===== config.mk =====
export PLATFORM = sky130hd
export DESIGN_NAME = i2s_rx_stereo_flat
export DESIGN_NICKNAME = d
export VERILOG_FILES = /design/src/rtl/i2s_rx_stereo_pkg.sv /design/src/rtl/i2s_rx_stereo_if.sv /design/src/rtl/i2s_rx_stereo_sync_fifo.sv /design/src/rtl/i2s_rx_stereo.sv /design/src/flat_wrapper.sv
export SDC_FILE = /design/constraint.sdc
export NUM_CORES = 1
export LEC_CHECK = 0
export ABC_AREA = 1
export BUFFER_PORTS_ARGS = -buffer_cell sky130_fd_sc_hd__clkbuf_2
export CORE_MARGIN = 2
export CORE_UTILIZATION = 60
export DETAILED_ROUTE_END_ITERATION = 7
export GPL_ROUTABILITY_DRIVEN = 1
export PLACE_DENSITY_LB_ADDON = 0.2
export SLEW_MARGIN = 20
export SYNTH_ARGS = -nofsm -noshare
export SYNTH_HDL_FRONTEND = slang
export SYNTH_SLANG_ARGS = --single-unit

===== constraint.sdc =====
create_clock -name clk -period 2.51 [get_ports clk]
set_input_delay 0.3765 -clock clk [delete_from_list [all_inputs] [get_ports clk]]
set_output_delay 0.3765 -clock clk [all_outputs]
set_load 0.005 [all_outputs]

===== src/rtl/i2s_rx_stereo_pkg.sv =====
// Shared types and constants for the stereo I2S receiver.
// Holds the FSM state encoding, channel ids and the bit-counter width helper.
package i2s_pkg;

  typedef enum logic [1:0] {
    IDLE,
    ALIGN,
    RUN
  } i2s_rx_state_t;

  localparam logic CH_LEFT  = 1'b0;
  localparam logic CH_RIGHT = 1'b1;

  function automatic int cnt_width(input int max_count);
    return $clog2(max_count + 1);
  endfunction

  // Bit counter saturates at 63, so it always needs 6 bits.
  localparam int CNT_MAX = 63;
  localparam int CNT_W   = cnt_width(CNT_MAX);

endpackage


===== src/rtl/i2s_rx_stereo_if.sv =====
// Word output port of the I2S receiver: channel-tagged data behind valid/ready.
interface i2s_rx_stereo_if #(
  parameter int DATA_W = 16
);
  logic [DATA_W-1:0] out_data;
  logic              out_ch;
  logic              out_valid;
  logic              out_ready;

  modport master (
    output out_data,
    output out_ch,
    output out_valid,
    input  out_ready
  );

  modport slave (
    input  out_data,
    input  out_ch,
    input  out_valid,
    output out_ready
  );
endinterface


===== src/rtl/i2s_rx_stereo_sync_fifo.sv =====
// Single-clock FIFO with wrap-bit pointers; a pop frees a slot for a same-cycle push when full.
module sync_fifo #(
  parameter int WIDTH = 17,
  parameter int DEPTH = 4
) (
  input  logic             clk,
  input  logic             rst,
  input  logic             push,
  input  logic [WIDTH-1:0] push_data,
  input  logic             pop,
  output logic [WIDTH-1:0] pop_data,
  output logic             full,
  output logic             empty
);
  localparam int AW = $clog2(DEPTH);
  localparam logic [AW:0] PTR_ONE = (AW + 1)'(1);

  logic [WIDTH-1:0] mem [DEPTH];
  logic [AW:0]      wr_ptr;
  logic [AW:0]      rd_ptr;
  logic             do_push;
  logic             do_pop;

  assign empty    = (wr_ptr == rd_ptr);
  assign full     = (wr_ptr[AW] != rd_ptr[AW]) && (wr_ptr[AW-1:0] == rd_ptr[AW-1:0]);
  assign do_pop   = pop & ~empty;
  assign do_push  = push & (~full | do_pop);
  assign pop_data = mem[rd_ptr[AW-1:0]];

  always_ff @(posedge clk) begin
    if (rst) begin
      wr_ptr <= '0;
      rd_ptr <= '0;
    end else begin
      if (do_push) wr_ptr <= wr_ptr + PTR_ONE;
      if (do_pop)  rd_ptr <= rd_ptr + PTR_ONE;
    end
  end

  always_ff @(posedge clk) begin
    if (do_push) mem[wr_ptr[AW-1:0]] <= push_data;
  end
endmodule


===== src/rtl/i2s_rx_stereo.sv =====
// Stereo I2S receiver: synchronises ws/sck, deserialises both half-frames and
// queues channel-tagged words, flagging bad slot lengths and FIFO overflow.
module i2s_rx_stereo
  import i2s_pkg::*;
#(
  parameter int         DATA_W     = 16,
  parameter int         SLOT_W     = 32,
  parameter logic [1:0] CH_EN      = 2'b11,
  parameter int         FIFO_DEPTH = 4
) (
  input  logic              clk,
  input  logic              rst,
  input  logic              en,
  input  logic              ws,
  input  logic              sck,
  input  logic              sd,
  input  logic              err_clr,
  output logic              frame_err,
  output logic              ovf,
  i2s_rx_stereo_if.master   rx
);
  localparam logic [CNT_W-1:0] DATA_LAST = CNT_W'(DATA_W);
  localparam logic [CNT_W-1:0] SLOT_CNT  = CNT_W'(SLOT_W);

  function automatic logic [CNT_W-1:0] sat_inc(input logic [CNT_W-1:0] v);
    return (v == '1) ? v : v + CNT_W'(1);
  endfunction

  i2s_rx_state_t     state, state_nxt;
  logic              ws_s1, ws_s2, ws_s3;
  logic              sck_s1, sck_s2, sck_s3;
  logic              ws_edge, sck_rise;
  logic              run_act, run_entry, in_word;
  logic [CNT_W-1:0]  cnt;
  logic              cur_ch;
  logic [DATA_W-1:0] shift_reg;
  logic              vld_p1;
  logic              frame_set, ovf_set;
  logic              fifo_pop, fifo_full, fifo_empty;
  logic [DATA_W:0]   fifo_head;

  // Stage p0: two-flop synchronisers plus one delay flop for edge detection
  always_ff @(posedge clk) begin
    if (rst) begin
      {ws_s1, ws_s2, ws_s3}    <= '0;
      {sck_s1, sck_s2, sck_s3} <= '0;
    end else begin
      {ws_s1, ws_s2, ws_s3}    <= {ws, ws_s1, ws_s2};
      {sck_s1, sck_s2, sck_s3} <= {sck, sck_s1, sck_s2};
    end
  end

  assign ws_edge   = ws_s2 ^ ws_s3;
  assign sck_rise  = sck_s2 & ~sck_s3;
  assign run_act   = (state == RUN) && en;
  assign run_entry = (state == ALIGN) && en && ws_edge;
  assign in_word   = (cnt != '0) && (cnt <= DATA_LAST);
  assign frame_set = run_act && ws_edge && (cnt != SLOT_CNT);
  assign fifo_pop  = rx.out_valid & rx.out_ready;
  assign ovf_set   = vld_p1 & fifo_full & ~fifo_pop;

  always_ff @(posedge clk) begin
    if (rst) state <= IDLE;
    else     state <= state_nxt;
  end

  always_comb begin
    state_nxt = state;
    case (state)
      IDLE:    if (en) state_nxt = ALIGN;
      ALIGN:   if (!en) state_nxt = IDLE;
               else if (ws_edge) state_nxt = RUN;
      RUN:     if (!en) state_nxt = IDLE;
      default: state_nxt = IDLE;
    endcase
  end

  // Stage p1: slot counter, word-complete strobe and sticky flags
  always_ff @(posedge clk) begin
    if (rst) begin
      cnt       <= '0;
      cur_ch    <= 1'b0;
      vld_p1    <= 1'b0;
      frame_err <= 1'b0;
      ovf       <= 1'b0;
    end else begin
      vld_p1 <= 1'b0;
      if (run_entry || (run_act && ws_edge)) begin
        cnt    <= '0;
        cur_ch <= ws_s2;
      end else if (run_act && sck_rise) begin
        cnt <= sat_inc(cnt);
        if (cnt == DATA_LAST && CH_EN[cur_ch]) vld_p1 <= 1'b1;
      end else if (!run_act) begin
        cnt <= '0;
      end

      if (frame_set)    frame_err <= 1'b1;
      else if (err_clr) frame_err <= 1'b0;

      if (ovf_set)      ovf <= 1'b1;
      else if (err_clr) ovf <= 1'b0;
    end
  end

  // The cnt==0 rise is the I2S one-bit delay slot and never lands in the word.
  always_ff @(posedge clk) begin
    if (run_act && sck_rise && !ws_edge && in_word)
      shift_reg <= {shift_reg[DATA_W-2:0], sd};
  end

  // Stage p2: channel-tagged word enters the output FIFO
  sync_fifo #(
    .WIDTH (DATA_W + 1),
    .DEPTH (FIFO_DEPTH)
  ) u_fifo (
    .clk       (clk),
    .rst       (rst),
    .push      (vld_p1),
    .push_data ({cur_ch, shift_reg}),
    .pop       (fifo_pop),
    .pop_data  (fifo_head),
    .full      (fifo_full),
    .empty     (fifo_empty)
  );

  // Storage is not reset, so the head is masked while the FIFO is empty.
  assign rx.out_valid = ~fifo_empty;
  assign rx.out_data  = fifo_empty ? '0 : fifo_head[DATA_W-1:0];
  assign rx.out_ch    = fifo_empty ? CH_LEFT : fifo_head[DATA_W];
endmodule


===== src/flat_wrapper.sv =====
// flat-port wrapper written by rule: the top's interface ports become plain ports
module i2s_rx_stereo_flat import i2s_pkg::*;
#(
  parameter int         DATA_W     = 16,
  parameter int         SLOT_W     = 32,
  parameter logic [1:0] CH_EN      = 2'b11,
  parameter int         FIFO_DEPTH = 4
)
  (clk, rst, en, ws, sck, sd, err_clr, frame_err, ovf, rx_out_data, rx_out_ch, rx_out_valid, rx_out_ready);
  i2s_rx_stereo_if #(.DATA_W(DATA_W)) rx_i ();
  input  logic clk;
  input  logic rst;
  input  logic en;
  input  logic ws;
  input  logic sck;
  input  logic sd;
  input  logic err_clr;
  output logic frame_err;
  output logic ovf;
  output wire logic [$bits(rx_i.out_data)-1:0] rx_out_data;
  output wire logic [$bits(rx_i.out_ch)-1:0] rx_out_ch;
  output wire logic [$bits(rx_i.out_valid)-1:0] rx_out_valid;
  input wire logic [$bits(rx_i.out_ready)-1:0] rx_out_ready;
  assign rx_out_data = rx_i.out_data;
  assign rx_out_ch = rx_i.out_ch;
  assign rx_out_valid = rx_i.out_valid;
  assign rx_i.out_ready = rx_out_ready;
  i2s_rx_stereo #(.DATA_W(DATA_W), .SLOT_W(SLOT_W), .CH_EN(CH_EN), .FIFO_DEPTH(FIFO_DEPTH)) u_core (.clk(clk), .rst(rst), .en(en), .ws(ws), .sck(sck), .sd(sd), .err_clr(err_clr), .frame_err(frame_err), .ovf(ovf), .rx(rx_i));
endmodule

# ---- Word level (Yosys, flattened, before mapping)
# Memories as Yosys holds them, arrays and structs flattened. A register that Yosys moved wholly into a read port is not among the register bits.
# Index checks and enable logic that the tools add are counted.
dict set report classes {
  n_bitwise 13
  muxes 19
  n_eq_ne 13
  mul 0
  n_shift 0
  reduce_logical 21
  add_sub_neg 3
  n_lt_le_gt_ge 2
  n_div 0
}
# operator n
set op_table {}
lappend op_table {{6-bit two-way mux} 3}
lappend op_table {{16-bit two-way mux} 1}
lappend op_table {{2-bit two-way mux} 6}
lappend op_table {{1-bit logical AND} 11}
lappend op_table {{1-bit two-way mux} 8}
lappend op_table {{2-bit inequality test (second input constant)} 4}
lappend op_table {{3-bit by 1-bit adder with 3-bit output (second input constant)} 2}
lappend op_table {{6-bit by 1-bit adder with 6-bit output (second input constant)} 1}
lappend op_table {{1-bit AND} 6}
lappend op_table {{6-bit by 5-bit == test with 1-bit output (second input constant)} 1}
lappend op_table {{6-bit == test (second input constant)} 1}
lappend op_table {{6-bit by 5-bit less-or-equal comparator with 1-bit output (second input constant)} 1}
lappend op_table {{6-bit inequality test (second input constant)} 1}
lappend op_table {{2-bit one-hot mux with 3 select lines} 1}
lappend op_table {{6-bit nonzero test} 1}
lappend op_table {{1-bit inverter} 5}
lappend op_table {{2-bit nonzero test} 2}
lappend op_table {{3-bit == test} 1}
lappend op_table {{3-bit by 2-bit inequality test with 1-bit output (second input constant)} 1}
lappend op_table {{3-bit AND reduction} 1}
lappend op_table {{3-bit OR reduction} 1}
lappend op_table {{2-bit by 1-bit == test with 1-bit output (second input constant)} 1}
lappend op_table {{2-bit == test} 1}
lappend op_table {{2-bit == test (second input constant)} 1}
lappend op_table {{9 further kinds} 9}
dict set report word_totals {
  latchBits 0
  regBits 40
  mem_bits_ro 0
  inputBits 8
  word_cells 87
  ram_bits 68
  output_inout_bits 20
  n_memories 1
}
# memory words word_bits rd rd_ports_with_merged_regs wr line_no
set mem_list {}
lappend mem_list {u_core.u_fifo.mem 4 17 1 1 1 i2s_rx_stereo_sync_fifo.sv:18} ;# logic [WIDTH-1:0] mem [DEPTH];

# ---- Longest topological paths before layout
dict set report logic_depth {
  word_depth 8
  depth_mapped 9
  depth_no_buf 9
}

# ---- By module
# A second synthesis with hierarchy kept.
dict set report hier_totals {
  cells_unflattened 413
  area_unflattened_um2 4495.6
}
# mod n_inst area_each_um2 cells_per_inst seq_area_each_um2
set by_module_without_submodules {}
lappend by_module_without_submodules {sync_fifo 1 2967.8 230 2202.1}
lappend by_module_without_submodules {i2s_rx_stereo 1 1527.7 183 840.8}

# ---- Worst setup path after synthesis
# Ideal clock, no wire load.
dict set report synth_path {
  path_type {input to register}
  start {input en}
  end {register u_core.shift_reg[0], enable pin}
  path_slack_ns 0.425
  cell_stages 6
  t_required_ns 2.116
  setup_time_ns 0.394
  path_buffers 0
  t_arrival_ns 1.690
  path_cell_list {nand3_1 > inv_2 > nand2_1 > inv_2 > nand3_1 > a21oi_1}
}
dict set report synth_via {
  elab_chain_len 4
}
# item line_no
set synth_rtl {}
lappend synth_rtl {{from (decl)} flat_wrapper.sv:13} ;# input logic en;
lappend synth_rtl {{1-bit logical AND} i2s_rx_stereo.sv:55} ;# assign run_act = (state == RUN) && en;
lappend synth_rtl {{1-bit logical AND (3 in series)} i2s_rx_stereo.sv:108} ;# if (run_act && sck_rise && !ws_edge && in_word)
lappend synth_rtl {{to (signal assigned)} i2s_rx_stereo.sv:109} ;# shift_reg <= {shift_reg[DATA_W-2:0], sd};
lappend synth_rtl {{to (decl)} i2s_rx_stereo.sv:36} ;# logic [DATA_W-1:0] shift_reg;
# Every way passes these cells.
# A chain may end at the register's enable or synchronous reset.

==> metrics.cfg <==
[outcome]
status=complete, no violations

[finish]
antenna_cells=0
layout.cells.most_common=edfxtp_1
n_fill_cell=555
final_area_um2=4910
finalNetCount=425
syn_to_final_growth_pct=10.7
largest_reg_flops=68
final_cell_mix=edfxtp_1, nand2_1, inv_1
drive_above_1_share_pct=16.9

[sta]
slew_viol_final=0
whs_ns=0.183
min_period_ns=2.26
slew_headroom_pct=66.7
final-hold-violation-count=0
rsz0062_at_grt=no
tns_ns=0
setup_violations=0
fmax_mhz=442
finalCritPeriodShare_pct=90.2
tightest_slew_ns=0.497
skew_ns=0.00830

[power]
swShare_pct=20.9
combPwrFrac_pct=0.9
power_density_nw_per_um2=628
power.share.clock_pct=36.2
p_int_mw=2.44
p_switching_uw=643
ir_drop_uv=401
power_frac_seq_pct=62.9
p_leak_nw=1.88

[drt]
remaining_drc_errors=0
vias_per_cell=5.27
wl_mm=7.41
wl_per_cell_um=14.4
drt_iter0_drc=171
ant_nets=0
vias=2711
dr.pass1.iters=4

[logic_synthesis]
avgSynthCellArea_um2=11.8
syn_nets=390
async_reset_ff_share_pct=0
synth_top_family_by_area=simple AND/OR/NAND/NOR gates
synth_xor_area_share_pct=0.790
synth_compound_area_share_pct=6.57
ys_ff_latch=110
synth_cell_type_count=31
yosysSeqAreaShare_pct=68.6
yosys.area_share.simple_pct=12.5
syn_inst=375
netlist_area_um2=4440
yosys.area_share.adder_pct=1.97
synth-edff-count=84
ys.flop_type=edfxtp_1
synthMuxAreaShare_pct=3.84
synth_warnings=0

[cts]
clk_latency_ns=0.36
cts_max_level=3
cts_resized=0
cts_buffer_depth=2
cts_made_buffers=9
cts.sinks=110
path_clk_slew_ns=0.11
hold_buffers=0
cts_setup_buffers=0
cts_tree=done
root_buffer=clkbuf_8

[floorplanning]
io_pins=28
die_w_um=90.0
rows=31
die_h_um=90.0
initial_utilization_pct=61.5
core_area_um2=7210
dieArea_um2=8100

[critical_path]
cp-end-kind=output pin
worstPathRequired_ns=2.13
path_max_fanout=17
worstPathArrival_ns=1.89
worstRegToRegCells=8
critical_path_class=flip-flop to output pin
critical_path.startpoint_type=flip-flop

[placed_design]
hpwl_mm=4.69
numPortBuffers=27
place_congestion=0.820
dpl_cell_area_um2=4690

[hold_path]
hold_path.class=input port to flip-flop
whs_path_depth=1

[global_route]
antenna_found_initial=0
grt_max_degree=35
grt_pass1_vias=2638
grt_pass1_wl_mm=12.5
overflow=0
grt_usage_pct=19.7

[flow_run]
cap_violations=0

[routing by layer]
| metal | vias to the layer above | GRT usage (%) | part of all wire [%] |
|---|---|---|---|
| met1 | 1302 | 26.4 | 48 |
| met5 | - | 0 | 0 |
| li1 | 1354 | - | - |
| met2 | 46 | 33.0 | 47 |
| met3 | 9 | 3.10 | 3.6 |
| met4 | 0 | 7.18 | 1.1 |
[worst max-delay path, stage by stage (launching register included)]
cell and delay [ns]:
dfxtp_1 0.62, buf_4 0.33, mux2i_1 0.25, o22ai_1 0.10, nand2_1 0.08, inv_1 0.05
clkbuf_2 0.10
[synth_stat cells, drive strengths merged (3+ instances only)]
| library cell | count | area (um2) |
|---|---|---|
| a21oi | 15 | 75.1 |
| buf | 7 | 48.8 |
| clkbuf | 4 | 16.3 |
| dfxtp | 26 | 521 |
| edfxtp | 84 | 2520 |
| ha | 7 | 87.6 |
| inv | 51 | 191 |
| mux2i | 17 | 170 |
| nand2 | 55 | 226 |
| nand3 | 25 | 135 |
| nor2 | 39 | 156 |
| o21ai | 18 | 101 |
| o22ai | 17 | 106 |
| xor2 | 3 | 26.3 |
[layout make-up]
| cell class | count | area (um2) | area share (%) |
|---|---|---|---|
| clock inverters | 7 | 95.1 | 1.94 |
| repair buffers | 35 | 195 | 3.98 |
| inverters | 51 | 191 | 3.90 |
| flip-flops and latches | 110 | 3040 | 62.0 |
| multi-input cells | 203 | 1140 | 23.2 |
| well taps | 99 | 124 | 2.52 |
| clock buffers | 9 | 124 | 2.52 |
[power groups by stage]
stage                     Combinational (mW)  Sequential (mW)  Clock [mW]
after CTS                             0.0284             1.94        1.13
after global routing                  0.0332             1.94        1.20
after detailed placement              0.0282             1.98           0
after global placement                0.0273             1.98           0
after floorplan                       0.0171             1.98           0
final                                 0.0284             1.94        1.12
[stage by stage]
step	power [mW]	cells	worst slack (ns)	utilization, %
after global placement	2.01	498	0.681	65.0
final	3.08	514	0.246	68.1
after floorplan	2.00	375	0.425	-
after global routing	3.18	514	0.0969	68.1
after CTS	3.10	514	0.234	68.1
after detailed placement	2.01	498	0.645	65.0
[cell families after synthesis]
logic type / Yosys count
simple gates: 124
flops: 110
buf+inv: 62
compound gates: 51
mux: 17
fa+ha+maj: 7
xor+xnor: 4
[final timing paths]
check / startpoint / end / slack [ns]
worst min register to register: u_core.sck_s1 / u_core.sck_s2 / 0.41
worst max-delay path: flip-flop / rx_out_data[15] / 0.25
worst max register to register: u_core.state[0] / u_core.shift_reg[5] / 0.81
worst min-delay path: sd / u_core.shift_reg[0] / 0.18
(Power assumes the default switching activity.)
